<file path="src/rtl/lora_frame_sequencer.sv">
// LoRa TX frame sequencer: walks preamble, sync, downchirps, quarter downchirp and payload,
// counting out symbol_size samples per chirp to gate the chirp datapath.
module lora_frame_sequencer #(
   parameter int PRECISION       = 16,
   parameter int SYM_W           = 12,
   parameter int CNT_W           = PRECISION,
   parameter int CHIRP_TYPE_SIZE = 2
) (
   input  logic                       clk,
   input  logic                       rst,
   input  logic                       start,
   input  logic [7:0]                 preamble_len,
   input  logic [7:0]                 sync_word,
   input  logic [7:0]                 payload_len,
   input  logic [CNT_W-1:0]           symbol_size,
   input  logic [SYM_W-1:0]           sym_data,
   input  logic                       sym_valid,
   output logic                       sym_ready,
   output logic [CHIRP_TYPE_SIZE-1:0] chirp_type,
   output logic [SYM_W-1:0]           symbol_val,
   output logic                       sample_en,
   output logic                       chirp_start,
   output logic                       busy,
   output logic                       done
);

   localparam logic [CHIRP_TYPE_SIZE-1:0] TYPE_UPCHIRP     = CHIRP_TYPE_SIZE'(0);
   localparam logic [CHIRP_TYPE_SIZE-1:0] TYPE_DOWNCHIRP   = CHIRP_TYPE_SIZE'(1);
   localparam logic [CHIRP_TYPE_SIZE-1:0] TYPE_Q_DOWNCHIRP = CHIRP_TYPE_SIZE'(2);

   typedef enum logic [1:0] {IDLE, FETCH, SETUP, RUN} state_t;
   typedef enum logic [2:0] {SEG_PRE, SEG_SYNC, SEG_DOWN, SEG_QDOWN, SEG_PAY} seg_t;

   state_t                     state, state_d;
   seg_t                       seg, seg_d, nxt_seg;
   logic [7:0]                 idx, idx_d, nxt_idx;
   logic                       nxt_end;
   logic                       setup_cnt, setup_cnt_d;
   logic [CNT_W-1:0]           cnt, cnt_d;
   logic [7:0]                 n_lat, n_lat_d, sw_lat, sw_lat_d, p_lat, p_lat_d;
   logic [CHIRP_TYPE_SIZE-1:0] chirp_type_d;
   logic [SYM_W-1:0]           symbol_val_d;
   logic                       sample_en_d, chirp_start_d, sym_ready_d, busy_d, done_d;

   function automatic logic [CHIRP_TYPE_SIZE-1:0] type_of(input seg_t s);
      case (s)
         SEG_DOWN:  type_of = TYPE_DOWNCHIRP;
         SEG_QDOWN: type_of = TYPE_Q_DOWNCHIRP;
         default:   type_of = TYPE_UPCHIRP;
      endcase
   endfunction

   function automatic logic [SYM_W-1:0] val_of(input seg_t s, input logic [7:0] i,
                                               input logic [7:0] sw);
      val_of = '0;
      if (s == SEG_SYNC)
         val_of = (i == 8'd0) ? SYM_W'({sw[7:4], 3'b000}) : SYM_W'({sw[3:0], 3'b000});
   endfunction

   // Successor of the current chirp; nxt_end marks the last chirp of the frame
   always_comb begin
      nxt_seg = seg;
      nxt_idx = idx + 8'd1;
      nxt_end = 1'b0;
      case (seg)
         SEG_PRE: begin
            if (idx == n_lat - 8'd1) begin
               nxt_seg = SEG_SYNC;
               nxt_idx = 8'd0;
            end
         end
         SEG_SYNC: begin
            if (idx != 8'd0) begin
               nxt_seg = SEG_DOWN;
               nxt_idx = 8'd0;
            end
         end
         SEG_DOWN: begin
            if (idx != 8'd0) begin
               nxt_seg = SEG_QDOWN;
               nxt_idx = 8'd0;
            end
         end
         SEG_QDOWN: begin
            nxt_seg = SEG_PAY;
            nxt_idx = 8'd0;
            nxt_end = (p_lat == 8'd0);
         end
         SEG_PAY:  nxt_end = (idx == p_lat - 8'd1);
         default:  nxt_end = 1'b1;
      endcase
   end

   always_comb begin
      state_d       = state;
      seg_d         = seg;
      idx_d         = idx;
      setup_cnt_d   = setup_cnt;
      cnt_d         = cnt;
      n_lat_d       = n_lat;
      sw_lat_d      = sw_lat;
      p_lat_d       = p_lat;
      chirp_type_d  = chirp_type;
      symbol_val_d  = symbol_val;
      busy_d        = busy;
      sample_en_d   = 1'b0;
      chirp_start_d = 1'b0;
      sym_ready_d   = 1'b0;
      done_d        = 1'b0;
      case (state)
         IDLE: begin
            if (start) begin
               n_lat_d      = preamble_len;
               sw_lat_d     = sync_word;
               p_lat_d      = payload_len;
               busy_d       = 1'b1;
               seg_d        = (preamble_len != 8'd0) ? SEG_PRE : SEG_SYNC;
               idx_d        = 8'd0;
               chirp_type_d = TYPE_UPCHIRP;
               symbol_val_d = val_of(seg_d, 8'd0, sync_word);
               setup_cnt_d  = 1'b0;
               state_d      = SETUP;
            end
         end
         FETCH: begin
            sym_ready_d = 1'b1;
            if (sym_valid && sym_ready) begin
               symbol_val_d = sym_data;
               sym_ready_d  = 1'b0;
               setup_cnt_d  = 1'b0;
               state_d      = SETUP;
            end
         end
         SETUP: begin
            // second gap cycle: symbol_size now reflects the new chirp_type
            if (!setup_cnt) begin
               setup_cnt_d = 1'b1;
            end else begin
               cnt_d         = (symbol_size == '0) ? '0 : symbol_size - CNT_W'(1);
               sample_en_d   = 1'b1;
               chirp_start_d = 1'b1;
               state_d       = RUN;
            end
         end
         RUN: begin
            if (cnt != '0) begin
               cnt_d       = cnt - CNT_W'(1);
               sample_en_d = 1'b1;
            end else if (nxt_end) begin
               busy_d  = 1'b0;
               done_d  = 1'b1;
               state_d = IDLE;
            end else begin
               seg_d        = nxt_seg;
               idx_d        = nxt_idx;
               chirp_type_d = type_of(nxt_seg);
               if (nxt_seg == SEG_PAY) begin
                  sym_ready_d = 1'b1;
                  state_d     = FETCH;
               end else begin
                  symbol_val_d = val_of(nxt_seg, nxt_idx, sw_lat);
                  setup_cnt_d  = 1'b0;
                  state_d      = SETUP;
               end
            end
         end
         default: state_d = IDLE;
      endcase
   end

   always_ff @(posedge clk) begin
      if (rst) begin
         state       <= IDLE;
         seg         <= SEG_PRE;
         idx         <= 8'd0;
         setup_cnt   <= 1'b0;
         chirp_type  <= TYPE_UPCHIRP;
         symbol_val  <= '0;
         sample_en   <= 1'b0;
         chirp_start <= 1'b0;
         sym_ready   <= 1'b0;
         busy        <= 1'b0;
         done        <= 1'b0;
      end else begin
         state       <= state_d;
         seg         <= seg_d;
         idx         <= idx_d;
         setup_cnt   <= setup_cnt_d;
         chirp_type  <= chirp_type_d;
         symbol_val  <= symbol_val_d;
         sample_en   <= sample_en_d;
         chirp_start <= chirp_start_d;
         sym_ready   <= sym_ready_d;
         busy        <= busy_d;
         done        <= done_d;
      end
   end

   always_ff @(posedge clk) begin
      cnt    <= cnt_d;
      n_lat  <= n_lat_d;
      sw_lat <= sw_lat_d;
      p_lat  <= p_lat_d;
   end

endmodule

</file>
<file path="config.mk">
export PLATFORM = sky130hd
export DESIGN_NAME = lora_frame_sequencer
export DESIGN_NICKNAME = d
export VERILOG_FILES = /design/src/rtl/lora_frame_sequencer.sv
export SDC_FILE = /design/constraint.sdc
export NUM_CORES = 1
export LEC_CHECK = 0
export CORE_ASPECT_RATIO = 0.5
export CORE_UTILIZATION = 45
export DETAILED_ROUTE_END_ITERATION = 8
export HOLD_SLACK_MARGIN = 0.1
export PLACE_DENSITY = 0.71
export SLEW_MARGIN = 20
export SYNTH_ARGS = -nofsm -noshare
export SYNTH_HDL_FRONTEND = slang
export SYNTH_SLANG_ARGS = --single-unit
</file>
<file path="constraint.sdc">
create_clock -name clk -period 6.1 [get_ports clk]
set_clock_uncertainty 0.2 [all_clocks]
set_input_delay 0.61 -clock clk [delete_from_list [all_inputs] [get_ports clk]]
set_output_delay 0.61 -clock clk [all_outputs]
set_load 0.03 [all_outputs]
</file>
==> metrics.cfg <==
[sta]
post-route-period-util=0.574
final_max_slew_viol_count=0
period_minus_slack_ns=3.50
setup_violations=0
grt_setup_unrepaired=false
hold_viol_final=0
relSlewSlack=0.366
tns_ns=0
finalWorstSetupSlack_ns=2.60
worst_pin_slew_ns=0.946
fmax_ghz=0.286

[synth]
synth.area.top_cells=edfxtp_1 (28%), dfxtp_1 (15%), xnor2_1 (6.4%)
syn_area_mm2=0.00436
yosysTopAreaCell=edfxtp_1
synth_edf_count=40
synth.distinct_cells=60
syn_nets=524
synth_top_area_frac=0.276
ys_seq_area_frac=0.427
syn_avg_cell_area_um2=9.45
netlist_instances=461
synth_ff_type=edfxtp_1
synthArstFlopShare=0
ys_warn_count=0
ys_ff_latch=73

[route]
vias=3791
wl_per_cell_um=15.3
viasPerCell=5.74
ant_nets=0
drc=0
wirelength_um=10100
firstDrtPassIters=5
drt_iter0_markers=313

[floorplanning]
rows=24
die_y_um=71.6
core_area_mm2=0.00904
pin_count=75
start_util=0.482
die_width_um=141
fp.dieArea_mm2=0.0101

[worst_setup_path]
cpPeakStageDelay_ns=0.60
reg2reg_depth=8
worstSetupStartpointType=flip-flop
path_max_fanout=8
crit_family=simple AND/OR/NAND/NOR gates
critPathKind=reg2reg
crit_buf_inv=1
cp_slowest_cell=or4b_1
r2r-start=n_lat[0]$_DFFE_PP_
setup.worst_path.end_class=flip-flop
arrival_ns=3.56
crit_chain=inv_1, ha_1, or3b_2, a211o_1, nor4_1, a41oi_1, or4b_1, o211ai_1
r2r_setup_slack_ns=2.60
r2r_end=symbol_val[5]$_SDFFE_PP0P_
worstPathRequired_ns=6.16

[cells_and_area]
layout-drive-gt1-share=0.0603
antenna_cells=0
final_common_cell=clkdlybuf4s50_1
final_cell_mix=clkdlybuf4s50_1 (74), edfxtp_1 (40), nor2_1 (35), dfxtp_1 (33), xnor2_1 (32)
area_growth_pct=25.8
fin_nets=589

[clocking]
clk_path_buf_depth=2
cts_tree=done
ctsResizeCount=0
clockRootBuffer=clkbuf_16
cts_buffers=9
insertion_delay_ns=0.34
ctsHoldBuffers=0
clock_sinks=73
cts_setup_buffers=0
cts_htree_levels=3
clkTransAtPathRegs_ns=0.06

[power_and_ir_drop]
p_leak_nw=1.82
worst_ir_drop_vdd_uv=130
powerDensity_mw_per_mm2=221

[run_status]
status=completed

[placement]
pre_cts_ws_ns=2.49
place.gp.congestion=0.823
hpwlAfterDp_um=7370
port_buffers=74

[min_path]
whs_path_depth=2
min_path_type=reg2reg
hold_start=chirp_type[1]$_SDFFE_PP0P_
holdPathEnd=chirp_type[1]$_SDFFE_PP0P_

[global_route]
grt_pass1_wl_um=16500
track_usage=0.211
grt-ovfl-total=0
grt_pass1_vias=3483
grt_max_degree=27
antenna_found_initial=0

[flow_run]
drv_cap=0

-- cell families after synthesis --
| logic type | after synthesis | synth area share |
|---|---|---|
| simple gates | 174 | 0.229 |
| compound gates | 111 | 0.173 |
| flops | 73 | 0.427 |
| xor+xnor | 51 | 0.104 |
| buf+inv | 41 | 0.0371 |
| fa+ha+maj | 7 | 0.0201 |
| mux | 4 | 0.00919 |
-- layout make-up --
cell class | instances | area (um^2)
Timing Repair Buffer | 77 | 763
Clock inverter | 6 | 58.8
Tap cell | 130 | 163
Fill cell | 766 | 3560
Inverter | 18 | 67.6
Sequential cell | 73 | 1860
Multi-Input combinational cell | 347 | 2330
Clock buffer | 10 | 229
-- registers in the layout, summed over array words and instances (netlist names) --
| signal | count |
|---|---|
| sw_lat | 8 |
| chirp_start | 1 |
| seg | 3 |
| p_lat | 8 |
| idx | 8 |
| sample_en | 1 |
| cnt | 16 |
| state | 2 |
| sym_ready | 1 |
| chirp_type | 2 |
| busy | 1 |
| done | 1 |
| n_lat | 8 |
| symbol_val | 12 |
| setup_cnt | 1 |
-- routing by layer --
metal	vias up	wire (um)	track usage
li1	1867	-	-
met1	1811	4590	0.276
met2	96	4780	0.338
met3	17	607	0.0615
met4	0	159	0.0700
met5	-	0	0
-- stage by stage --
| stage | utilization | area (um^2) | instances | total power, mW | hold WS (ns) |
|---|---|---|---|---|---|
| 6_report | 0.606 | 5480 | 661 | 1.21 | 0.277 |
| 4_1_cts | 0.606 | 5480 | 661 | 1.22 | 0.279 |
| 3_5_place_dp | 0.574 | 5190 | 645 | 0.709 | 0.268 |
| 5_1_grt | 0.606 | 5480 | 661 | 1.26 | 0.307 |
| 2_1_floorplan | - | 4360 | 461 | 0.641 | 0.272 |
| 3_3_place_gp | 0.574 | 5190 | 645 | 0.707 | 0.266 |
-- power breakdown --
part	internal (mW)	switching (mW)	leakage [nW]
Clock	0.313	0.199	0.136
Sequential	0.541	0.0177	0.641
Combinational	0.0719	0.0694	1.05
Total	0.927	0.286	1.82
-- worst register-to-register path, stage by stage (launching register included) --
cell and delay (ns):
edfxtp_1 0.43, inv_1 0.08, ha_1 0.20, or3b_2 0.45
a211o_1 0.30, nor4_1 0.55, a41oi_1 0.52, or4b_1 0.60
o211ai_1 0.10
-- synthesized netlist by cell type, types with 6 or more instances --
cell	n
a22oi_1	8
edfxtp_1	40
nor3b_1	10
a211oi_1	7
nand2b_1	8
xnor2_1	32
nor4_1	14
clkbuf_1	19
o2111ai_1	6
dfxtp_1	33
nor3_1	16
o22ai_1	18
o211ai_1	13
and3_1	6
nor2_1	36
inv_1	17
nand3_1	15
ha_1	7
nand2_1	23
o21ai_0	12
xor2_1	18
a21oi_1	18
-- worst max-delay path by stage --
stage                               start  cells past startpoint  slack, ns                         end
floorplan           state[1]$_SDFFE_PP0P_                      7       2.99         seg[2]$_SDFFE_PP0P_
global placement                      rst                      8       2.64  symbol_val[6]$_SDFFE_PP0P_
detailed placement                    rst                      8       2.49  symbol_val[4]$_SDFFE_PP0P_
CTS                    n_lat[0]$_DFFE_PP_                      8       2.68  symbol_val[5]$_SDFFE_PP0P_
global route           n_lat[0]$_DFFE_PP_                      9       2.46  symbol_val[4]$_SDFFE_PP0P_
finish                 n_lat[0]$_DFFE_PP_                      8       2.60  symbol_val[5]$_SDFFE_PP0P_
(Power assumes the default switching activity.)
